==> config.mk <==
export PLATFORM = sky130hd
export DESIGN_NAME = food_placer
export DESIGN_NICKNAME = d
export VERILOG_FILES = /design/src/rtl/food_placer_pkg.sv /design/src/rtl/food_cand_counter.sv /design/src/rtl/food_placer.sv
export SDC_FILE = /design/constraint.sdc
export NUM_CORES = 1
export LEC_CHECK = 0
export BUFFER_PORTS_ARGS = -buffer_cell sky130_fd_sc_hd__buf_2
export CORE_MARGIN = 2
export CORE_UTILIZATION = 50
export DETAILED_ROUTE_END_ITERATION = 8
export GPL_TIMING_DRIVEN = 0
export HOLD_SLACK_MARGIN = 0.15
export PLACE_DENSITY = 0.76
export SLEW_MARGIN = 20
export SYNTH_ARGS = -nofsm -noshare
export SYNTH_HDL_FRONTEND = slang
export SYNTH_SLANG_ARGS = --single-unit
==> constraint.sdc <==
create_clock -name clk -period 3.1 [get_ports clk]
set_input_delay 0.155 -clock clk [delete_from_list [all_inputs] [get_ports clk]]
set_output_delay 0.155 -clock clk [all_outputs]
set_load 0.1 [all_outputs]
==> src/rtl/food_placer_pkg.sv <==
// -----------------------------------------------------------------------------
// food_placer_pkg
// Shared definitions for the snake-game food placer: default board geometry,
// coordinate widths, the food_placer state encoding and a coordinate type.
//
// Optional feature macro used by the importing files: FOOD_SCAN_FALLBACK_EN
// (the SCAN state codes below are only reached when it is defined).
// -----------------------------------------------------------------------------
package food_placer_pkg;

    // Default board geometry (columns x rows) and try budget.
    localparam int DEF_BOARD_WIDTH  = 40;
    localparam int DEF_BOARD_HEIGHT = 30;
    localparam int DEF_MAX_TRIES    = 64;

    // Coordinate widths shared with the rng and the occupancy RAM.
    localparam int X_W = 6;
    localparam int Y_W = 5;

    // food_placer state encoding.
    localparam logic [2:0] S_IDLE       = 3'd0;
    localparam logic [2:0] S_SAMPLE     = 3'd1;
    localparam logic [2:0] S_READ       = 3'd2;
    localparam logic [2:0] S_CHECK      = 3'd3;
    localparam logic [2:0] S_SCAN_READ  = 3'd4;
    localparam logic [2:0] S_SCAN_CHECK = 3'd5;
    localparam logic [2:0] S_DONE       = 3'd6;

    // One board cell.
    typedef struct packed {
        logic [X_W-1:0] x;
        logic [Y_W-1:0] y;
    } coord_t;

    // True when the cell lies on the board (x_last/y_last are the last legal
    // column/row). The rng may produce values past the board edge.
    function automatic logic coord_in_board(input coord_t         c,
                                            input logic [X_W-1:0] x_last,
                                            input logic [Y_W-1:0] y_last);
        return (c.x <= x_last) && (c.y <= y_last);
    endfunction

endpackage

==> src/rtl/food_cand_counter.sv <==
// -----------------------------------------------------------------------------
// food_cand_counter
// Row-major scan stepper used by the food placer's deterministic fallback.
// Given the current scan cell it produces the next cell (x advances, wrapping
// to 0 and bumping y at the last column) and flags the last board cell.
// Only compiled when FOOD_SCAN_FALLBACK_EN is defined.
//
// Ports:
//   i_cur   in   current scan cell
//   o_next  out  next scan cell in row-major order
//   o_last  out  i_cur is the bottom-right board cell
// -----------------------------------------------------------------------------
`ifdef FOOD_SCAN_FALLBACK_EN
module food_cand_counter
    import food_placer_pkg::*;
#(
    parameter int BOARD_WIDTH  = DEF_BOARD_WIDTH,
    parameter int BOARD_HEIGHT = DEF_BOARD_HEIGHT
) (
    input  coord_t i_cur,
    output coord_t o_next,
    output logic   o_last
);

    localparam logic [X_W-1:0] X_LAST = X_W'(BOARD_WIDTH - 1);
    localparam logic [Y_W-1:0] Y_LAST = Y_W'(BOARD_HEIGHT - 1);

    logic w_row_end;

    assign w_row_end = (i_cur.x == X_LAST);
    assign o_last    = w_row_end && (i_cur.y == Y_LAST);

    // NOTE: every output of a combinational block gets a default first so no
    // path through the block leaves it unassigned (no latch).
    always_comb begin
        o_next = i_cur;
        if (w_row_end) begin
            o_next.x = '0;
            o_next.y = i_cur.y + 1'b1;
        end else begin
            o_next.x = i_cur.x + 1'b1;
        end
    end

endmodule
`endif

==> src/rtl/food_placer.sv <==
// -----------------------------------------------------------------------------
// food_placer
// Picks a free board cell for new food. On a place_req pulse it samples
// (rand_x, rand_y) from the free-running rng, reads the occupancy RAM for that
// cell and retries until it finds a free on-board cell or runs out of tries.
// Each random try costs three cycles: SAMPLE -> READ -> CHECK.
//
// Optional feature: FOOD_SCAN_FALLBACK_EN. When defined, running out of random
// tries starts a row-major scan of the whole board from (0,0); a full board
// ends in a fail pulse with food_valid cleared. When undefined, running out of
// tries pulses fail and leaves the previous food untouched.
//
// Ports:
//   clk          in   system clock
//   reset        in   synchronous active-high reset
//   place_req    in   one-cycle placement request (ignored while busy)
//   rand_x/y     in   random candidate from the rng
//   occ_rd_x/y   out  occupancy RAM read address (the candidate register)
//   occ_rd_data  in   occupied flag, valid one cycle after the address
//   food_x/y     out  committed food cell
//   food_valid   out  food_x/y hold a placed food
//   busy         out  search in progress
//   done         out  one-cycle pulse: placement committed
//   fail         out  one-cycle pulse: no free cell found
// -----------------------------------------------------------------------------
module food_placer
    import food_placer_pkg::*;
#(
    parameter int BOARD_WIDTH  = DEF_BOARD_WIDTH,
    parameter int BOARD_HEIGHT = DEF_BOARD_HEIGHT,
    parameter int MAX_TRIES    = DEF_MAX_TRIES
) (
    input  logic           clk,
    input  logic           reset,
    input  logic           place_req,
    input  logic [X_W-1:0] rand_x,
    input  logic [Y_W-1:0] rand_y,
    output logic [X_W-1:0] occ_rd_x,
    output logic [Y_W-1:0] occ_rd_y,
    input  logic           occ_rd_data,
    output logic [X_W-1:0] food_x,
    output logic [Y_W-1:0] food_y,
    output logic           food_valid,
    output logic           busy,
    output logic           done,
    output logic           fail
);

    localparam int               TRY_W    = $clog2(MAX_TRIES + 1);
    localparam logic [X_W-1:0]   X_LAST   = X_W'(BOARD_WIDTH - 1);
    localparam logic [Y_W-1:0]   Y_LAST   = Y_W'(BOARD_HEIGHT - 1);
    localparam logic [TRY_W-1:0] TRY_LAST = TRY_W'(MAX_TRIES - 1);

    logic [2:0]       r_state;
    coord_t           r_cand;
    coord_t           r_food;
    logic             r_food_valid;
    logic             r_fail;
    logic [TRY_W-1:0] r_tries;

    logic             w_cand_free;

    // The RAM does no bounds checking, so an off-board rng value must be
    // rejected here as if it were occupied.
    assign w_cand_free = !occ_rd_data && coord_in_board(r_cand, X_LAST, Y_LAST);

`ifdef FOOD_SCAN_FALLBACK_EN
    coord_t w_scan_next;
    logic   w_scan_last;

    food_cand_counter #(
        .BOARD_WIDTH  (BOARD_WIDTH),
        .BOARD_HEIGHT (BOARD_HEIGHT)
    ) u_cand_counter (
        .i_cur  (r_cand),
        .o_next (w_scan_next),
        .o_last (w_scan_last)
    );
`endif

    // NOTE: state registers use non-blocking assignments only, so every
    // register sees the values from before the clock edge.
    always_ff @(posedge clk) begin
        if (reset) begin
            r_state      <= S_IDLE;
            r_cand       <= '0;
            r_food       <= '0;
            r_food_valid <= 1'b0;
            r_fail       <= 1'b0;
            r_tries      <= '0;
        end else begin
            r_fail <= 1'b0;
            case (r_state)
                S_IDLE: begin
                    if (place_req) begin
                        r_tries <= '0;
                        r_state <= S_SAMPLE;
                    end
                end

                S_SAMPLE: begin
                    r_cand.x <= rand_x;
                    r_cand.y <= rand_y;
                    r_state  <= S_READ;
                end

                // Address is on occ_rd_x/y this cycle; the RAM registers it.
                S_READ: r_state <= S_CHECK;

                S_CHECK: begin
                    if (w_cand_free) begin
                        r_food       <= r_cand;
                        r_food_valid <= 1'b1;
                        r_state      <= S_DONE;
                    end else if (r_tries == TRY_LAST) begin
                        r_tries <= r_tries + 1'b1;
`ifdef FOOD_SCAN_FALLBACK_EN
                        r_cand  <= '0;
                        r_state <= S_SCAN_READ;
`else
                        r_fail  <= 1'b1;
                        r_state <= S_IDLE;
`endif
                    end else begin
                        r_tries <= r_tries + 1'b1;
                        r_state <= S_SAMPLE;
                    end
                end

`ifdef FOOD_SCAN_FALLBACK_EN
                S_SCAN_READ: r_state <= S_SCAN_CHECK;

                // Scan cells are always on the board, so only the RAM flag
                // matters here.
                S_SCAN_CHECK: begin
                    if (!occ_rd_data) begin
                        r_food       <= r_cand;
                        r_food_valid <= 1'b1;
                        r_state      <= S_DONE;
                    end else if (w_scan_last) begin
                        r_fail       <= 1'b1;
                        r_food_valid <= 1'b0;
                        r_state      <= S_IDLE;
                    end else begin
                        r_cand  <= w_scan_next;
                        r_state <= S_SCAN_READ;
                    end
                end
`endif

                S_DONE: r_state <= S_IDLE;

                default: r_state <= S_IDLE;
            endcase
        end
    end

    assign occ_rd_x   = r_cand.x;
    assign occ_rd_y   = r_cand.y;
    assign food_x     = r_food.x;
    assign food_y     = r_food.y;
    assign food_valid = r_food_valid;
    assign busy       = (r_state != S_IDLE) && (r_state != S_DONE);
    assign done       = (r_state == S_DONE);
    assign fail       = r_fail;

endmodule

=== After elaboration in Yosys (flattened, before gate mapping) ===
Index checks and enable logic that the tools add are counted.

* Add/sub/neg operators: 1
* $lt $le $gt $ge: 2
* Eq/ne operators: 8
* Muxes and demuxes: 8
* Bitwise gates (word level): 1
* Reduce and logical (&&, ||, !) cells: 10

{| class="wikitable"
|+ Operators by type and width
! operator !! count
|-
| $mux 7 || 2
|-
| $pmux 7 s2 || 1
|-
| $pmux 3 s4 || 1
|-
| $add 7x1->7 const B || 1
|-
| $eq 7x6->1 const B || 1
|-
| $eq 3x2->1 const B || 2
|-
| $le 6x6->1 const B || 1
|-
| $mux 3 || 2
|-
| $le 5x5->1 const B || 1
|-
| $ne 2x2->1 const B || 2
|-
| $eq 3x1->1 const B || 1
|-
| $eq 3x3->1 const B || 1
|-
| $logic_and 1x1->1 || 3
|-
| $logic_not 3->1 || 1
|-
| $ne 3x3->1 const B || 1
|-
| $reduce_and 3->1 || 1
|-
| $reduce_bool 3->1 || 1
|-
| $reduce_or 3->1 || 1
|-
| $mux 1 || 2
|-
| $reduce_and 2->1 || 1
|-
| $reduce_bool 2->1 || 1
|-
| $logic_not 1->1 || 1
|-
| $not 1->1 || 1
|}

* Register bits after elaboration: 34
* Input port bits: 15
* Output and inout port bits: 26

=== Depth between registers and ports, before layout ===
* Word-level depth: 5
* Depth in mapped cells: 6
* Depth with buffers taken out: 4

=== Least setup slack after synthesis ===
No wires, ideal clock.

* Path kind: reg-to-reg
* Start point: register r_cand, in the netlist occ_rd_y[3]
* End point: register r_tries[2]
* Library setup time: 70 ps
* Arrival time: 2110 ps
* Setup slack: 919 ps
* Cell stages (with the launch flop): 6
* Buffers on the path: 1
* Clock period less this slack: 2181 ps
* Cell sequence: dfxtp_1 > and4_1 > o31ai_1 > buf_2 > or3b_1 > a21oi_1

* Cells in the longest elaborated chain, start to end: 5

{| class="wikitable"
|+ RTL lines
! item !! line !! source
|-
| start: declaration || food_placer.sv:55 || <nowiki>coord_t r_cand;</nowiki>
|-
| $le 5x5->1 || food_placer_pkg.sv:40 || <nowiki>return (c.x <= x_last) && (c.y <= y_last);</nowiki>
|-
| $logic_and 1x1->1 || food_placer_pkg.sv:40 ||
|-
| $logic_and 1x1->1 || food_placer.sv:65 || <nowiki>assign w_cand_free = !occ_rd_data && coord_in_board(r_cand, X_LAST, Y_LAST);</nowiki>
|-
| $ne 2x2->1 (no source line) || n/a ||
|-
| $reduce_and 3->1 (no source line) || n/a ||
|-
| end signal: assignment || food_placer.sv:116 || <nowiki>r_tries <= r_tries + 1'b1;</nowiki>
|-
| end signal: assignment || food_placer.sv:125 || <nowiki>r_tries <= r_tries + 1'b1;</nowiki>
|-
| end: declaration || food_placer.sv:59 || <nowiki>logic [TRY_W-1:0] r_tries;</nowiki>
|}

Every way passes these cells.
A chain may end at the register's enable or synchronous reset.

=== Worst setup path in the final report ===
* Start point: register r_state[0]
* End point: register r_tries[2]

* Cells in the longest elaborated chain, start to end: 3
* Elaborated cells between the ends (all ways): 7

{| class="wikitable"
|+ RTL lines
! item !! line !! source
|-
| start: declaration || food_placer.sv:54 || <nowiki>logic [2:0] r_state;</nowiki>
|-
| start signal: assignment || food_placer.sv:85 || <nowiki>r_state <= S_IDLE;</nowiki>
|-
| start signal: assignment || food_placer.sv:97 || <nowiki>r_state <= S_SAMPLE;</nowiki>
|-
| start signal: assignment || food_placer.sv:104 || <nowiki>r_state <= S_READ;</nowiki>
|-
| $eq 3x2->1 / $logic_not 3->1 (equally long branches) || food_placer.sv:93 || <nowiki>case (r_state)</nowiki>
|-
| $ne 2x2->1 (no source line) / $reduce_bool 2->1 (equally long branches) || n/a ||
|-
| $reduce_and 3->1 (no source line) || n/a ||
|}

Several ways; a longest one is shown, not always the timed one.

==> results.toml <==
[grt]
antenna_found_initial = 0
grt_overflow = 0
grt_pass1_vias = 1267
grt_max_degree = 11
grt_pass1_wl_um = 5499
grtUsageTotal = 0.2207

[power]
pwr_density_cell_mw_per_mm2 = 508.8
leakage_nw = 0.7760
switching_power_mw = 0.3223
power_frac_comb = 0.241
ir_drop_v = 0.0004331
p_total_mw = 0.9085
seq_power_share = 0.512
swShare = 0.3547
clockPowerShare = 0.248
internal_power_mw = 0.5862

[floorplanning]
core_area_mm2 = 0.002710
die-area_mm2 = 0.003226
fp-row-count = 19
dieHeight_um = 56.80
fp.dieW_um = 56.80
num_io_pins = 41
initial_core_util = 0.5143

[place]
io_buffers = 39
place_congestion = 0.7716
dpl.hpwl_um = 2364

[cells_and_area]
nets = 230
final_layout_size_suffix_gt1_frac = 0.2523
area_delta_synth_final_pct = 28.10
n_fill_cell = 249
regArea_um2 = 680.7
diodes = 0
multi_input_area_um2 = 658.1

[timing]
final_hold_viol_count = 0
relSlewSlack = 0.5416
period_needed_ns = 1.800
fmax_mhz = 555.7
rsz0062_at_grt = "no"
totalNegativeSetupSlack_ns = 0
finalClockSkew_ns = 0.007822
worstMarginPinSlew_ns = 0.6781
fin_crit_sh = 0.5805
setup_viol = 0
final-max-slew-violation-count = 0

[synth]
synthAdderAreaFrac = 0.008977
yosys-top-cells-area = "dfxtp_1 49%, mux2i_1 7.9%, nand2_1 6.7%"
syn_area_per_cell_um2 = 8.878
synth_top_family_by_area = "simple AND/OR/NAND/NOR gates"
syn_nets = 173
yosysTopAreaCellShare = 0.4883
ys.warnings.count = 0
syn_area_mm2 = 0.001394
ys_async_sr_fraction = 0
synthXorXnorAreaFrac = 0
synthSimpleGateAreaFrac = 0.2603
yosys.cell_types.count = 34
synth_edf_count = 0
synth.ff_latch_count = 34
synth_commonest_cells = "34 x dfxtp_1, 25 x nand2_1, 20 x nor2_1"
synthCells = 157
yosysTopAreaCell = "dfxtp_1"
synth_flop_cell = "dfxtp_1"
seq_area_frac_synth = 0.4883
synth_most_common_cell = "dfxtp_1"
synth_mux_area_frac = 0.07899
synth_compound_area_frac = 0.1239

[cts]
cts_setup_buffers = 0
cts_tree = "yes"
root_buffer = "clkbuf_4"
clk_latency_ns = 0.33
cts.clk_slew.worst_paths_ns = 0.10
cts.repair.resized = 0
clkSinkCount = 34
cts_made_buffers = 5
clock_path_buffers = 2
ctsHoldBuffers = 11
htree_levels = 2

[setup_path]
cp-start-kind = "register"
critPathMaxFanout = 10
max_stage_delay_ns = 0.63
rrSetupSlack_ns = 1.30
cp_slowest_cell = "nor4b_1"
endpoint_kind = "register"
path_class = "register to register"
cp_data_arrival_time_ns = 2.01
crit_path_cell_trace = "buf_4 > nor4b_1 > nor2_1 > o31ai_1 > a21oi_1"
cp.required_ns = 3.31

[min_path]
hold_path.class = "primary input to register"

[route]
drt-pass1-iter-count = 4
drt-total-wl_um = 3271
final_antenna_net_count = 0
drt-initial-drc-count = 52
wl_per_cell_um = 13.35
vias = 1340
drc_errors = 0
drt-vias-per-instance = 5.469

[flow_run]
maxCapViolations = 0

[run_status]
outcome = "complete, no violations"
power groups by stage:
stage               sequential (mW)  clock [mW]  combinational, mW
floorplan                     0.557           0             0.0843
global placement              0.473           0              0.205
detailed placement            0.474           0              0.208
CTS                           0.464       0.225              0.219
global route                  0.467       0.243              0.232
finish                        0.465       0.225              0.219
worst max-delay path: cells and delay by family (launching register included):
family / cells / cell delay, ns
simple gates: 2 / 0.79
compound gates: 2 / 0.40
buf+inv: 1 / 0.17
flops: 1 / 0.32
final timing paths:
check,startpoint,to,cells after the start
worst max-delay path,r_state[0],r_tries[2],5
worst max register to register,r_state[0],r_tries[2],5
worst min register to register,occ_rd_y[0],occ_rd_y[0],2
worst min-delay path,place_req,r_state[0],3
area by class of cell:
cell class | count | area share
plain buffers | 10 | 0.02873
inverters | 1 | 0.002102
flip-flops and latches | 34 | 0.3812
repair buffers | 50 | 0.1710
clock buffers | 5 | 0.02102
multi-input cells | 112 | 0.3686
clock inverters | 2 | 0.005606
well taps | 31 | 0.02172
layout by cell type (no fill, tap or decap):
cell	netlist	final
o21ai_0	5	5
o31ai_1	4	4
nand2b_1	1	1
nand3b_4	1	1
dlygate4sd3_1	0	11
clkbuf_1	6	6
buf_6	1	1
a21o_1	1	1
and3_1	1	1
nor4_1	2	2
a2111oi_0	1	1
a31oi_1	1	1
nand2_1	25	25
buf_2	2	41
nor2b_1	2	2
o21bai_1	1	1
nor4b_1	1	1
clkbuf_4	0	5
nor3_1	1	1
nor4_4	1	1
inv_1	1	1
nor2_1	20	20
mux2i_1	11	11
buf_4	1	1
nand3_1	5	5
o21a_1	1	1
or2_2	1	1
ha_1	1	1
nor4_2	1	1
or3_1	4	4
and4_1	1	1
and3b_1	1	1
dfxtp_1	34	34
a21oi_1	16	16
or3b_1	1	1
clkinv_2	0	2
and2_1	1	1
sequential cells by signal (all words and copies together) (netlist names):
signal and flops:
food_y 5, r_state 3, r_tries 7, food_x 6, occ_rd_y 5, fail 1
occ_rd_x 6, food_valid 1
kinds of logic (layout without fill, tap and decap cells):
kind of cell,count (synthesis),in the layout
muxes,11,11
AOI/OAI and AO/OA,30,30
buffers and inverters,11,68
DFF,34,34
and+or+nand+nor,70,70
adders and majority gates,1,1
metrics by stage:
stage | hold WS (ns) | util | instances | setup WS (ns) | area (um2)
finish | 0.1762 | 0.6588 | 245 | 1.300 | 1785
global placement | 0.3972 | 0.6006 | 227 | 1.361 | 1628
floorplan | 0.2910 | - | 157 | 0.9192 | 1394
CTS | 0.1748 | 0.6588 | 245 | 1.301 | 1785
global route | 0.2235 | 0.6588 | 245 | 1.207 | 1785
detailed placement | 0.4032 | 0.6006 | 227 | 1.334 | 1628
routing by layer:
metal	routed length [um]	part of all wire	vias up	track usage
met3	165	0.050	13	0.05300
met5	0	0	-	0
met1	1386	0.42	623	0.2504
met2	1624	0.50	48	0.3787
met4	94	0.029	0	0.1196
li1	-	-	656	-
Power figures use the tool's default switching activity.
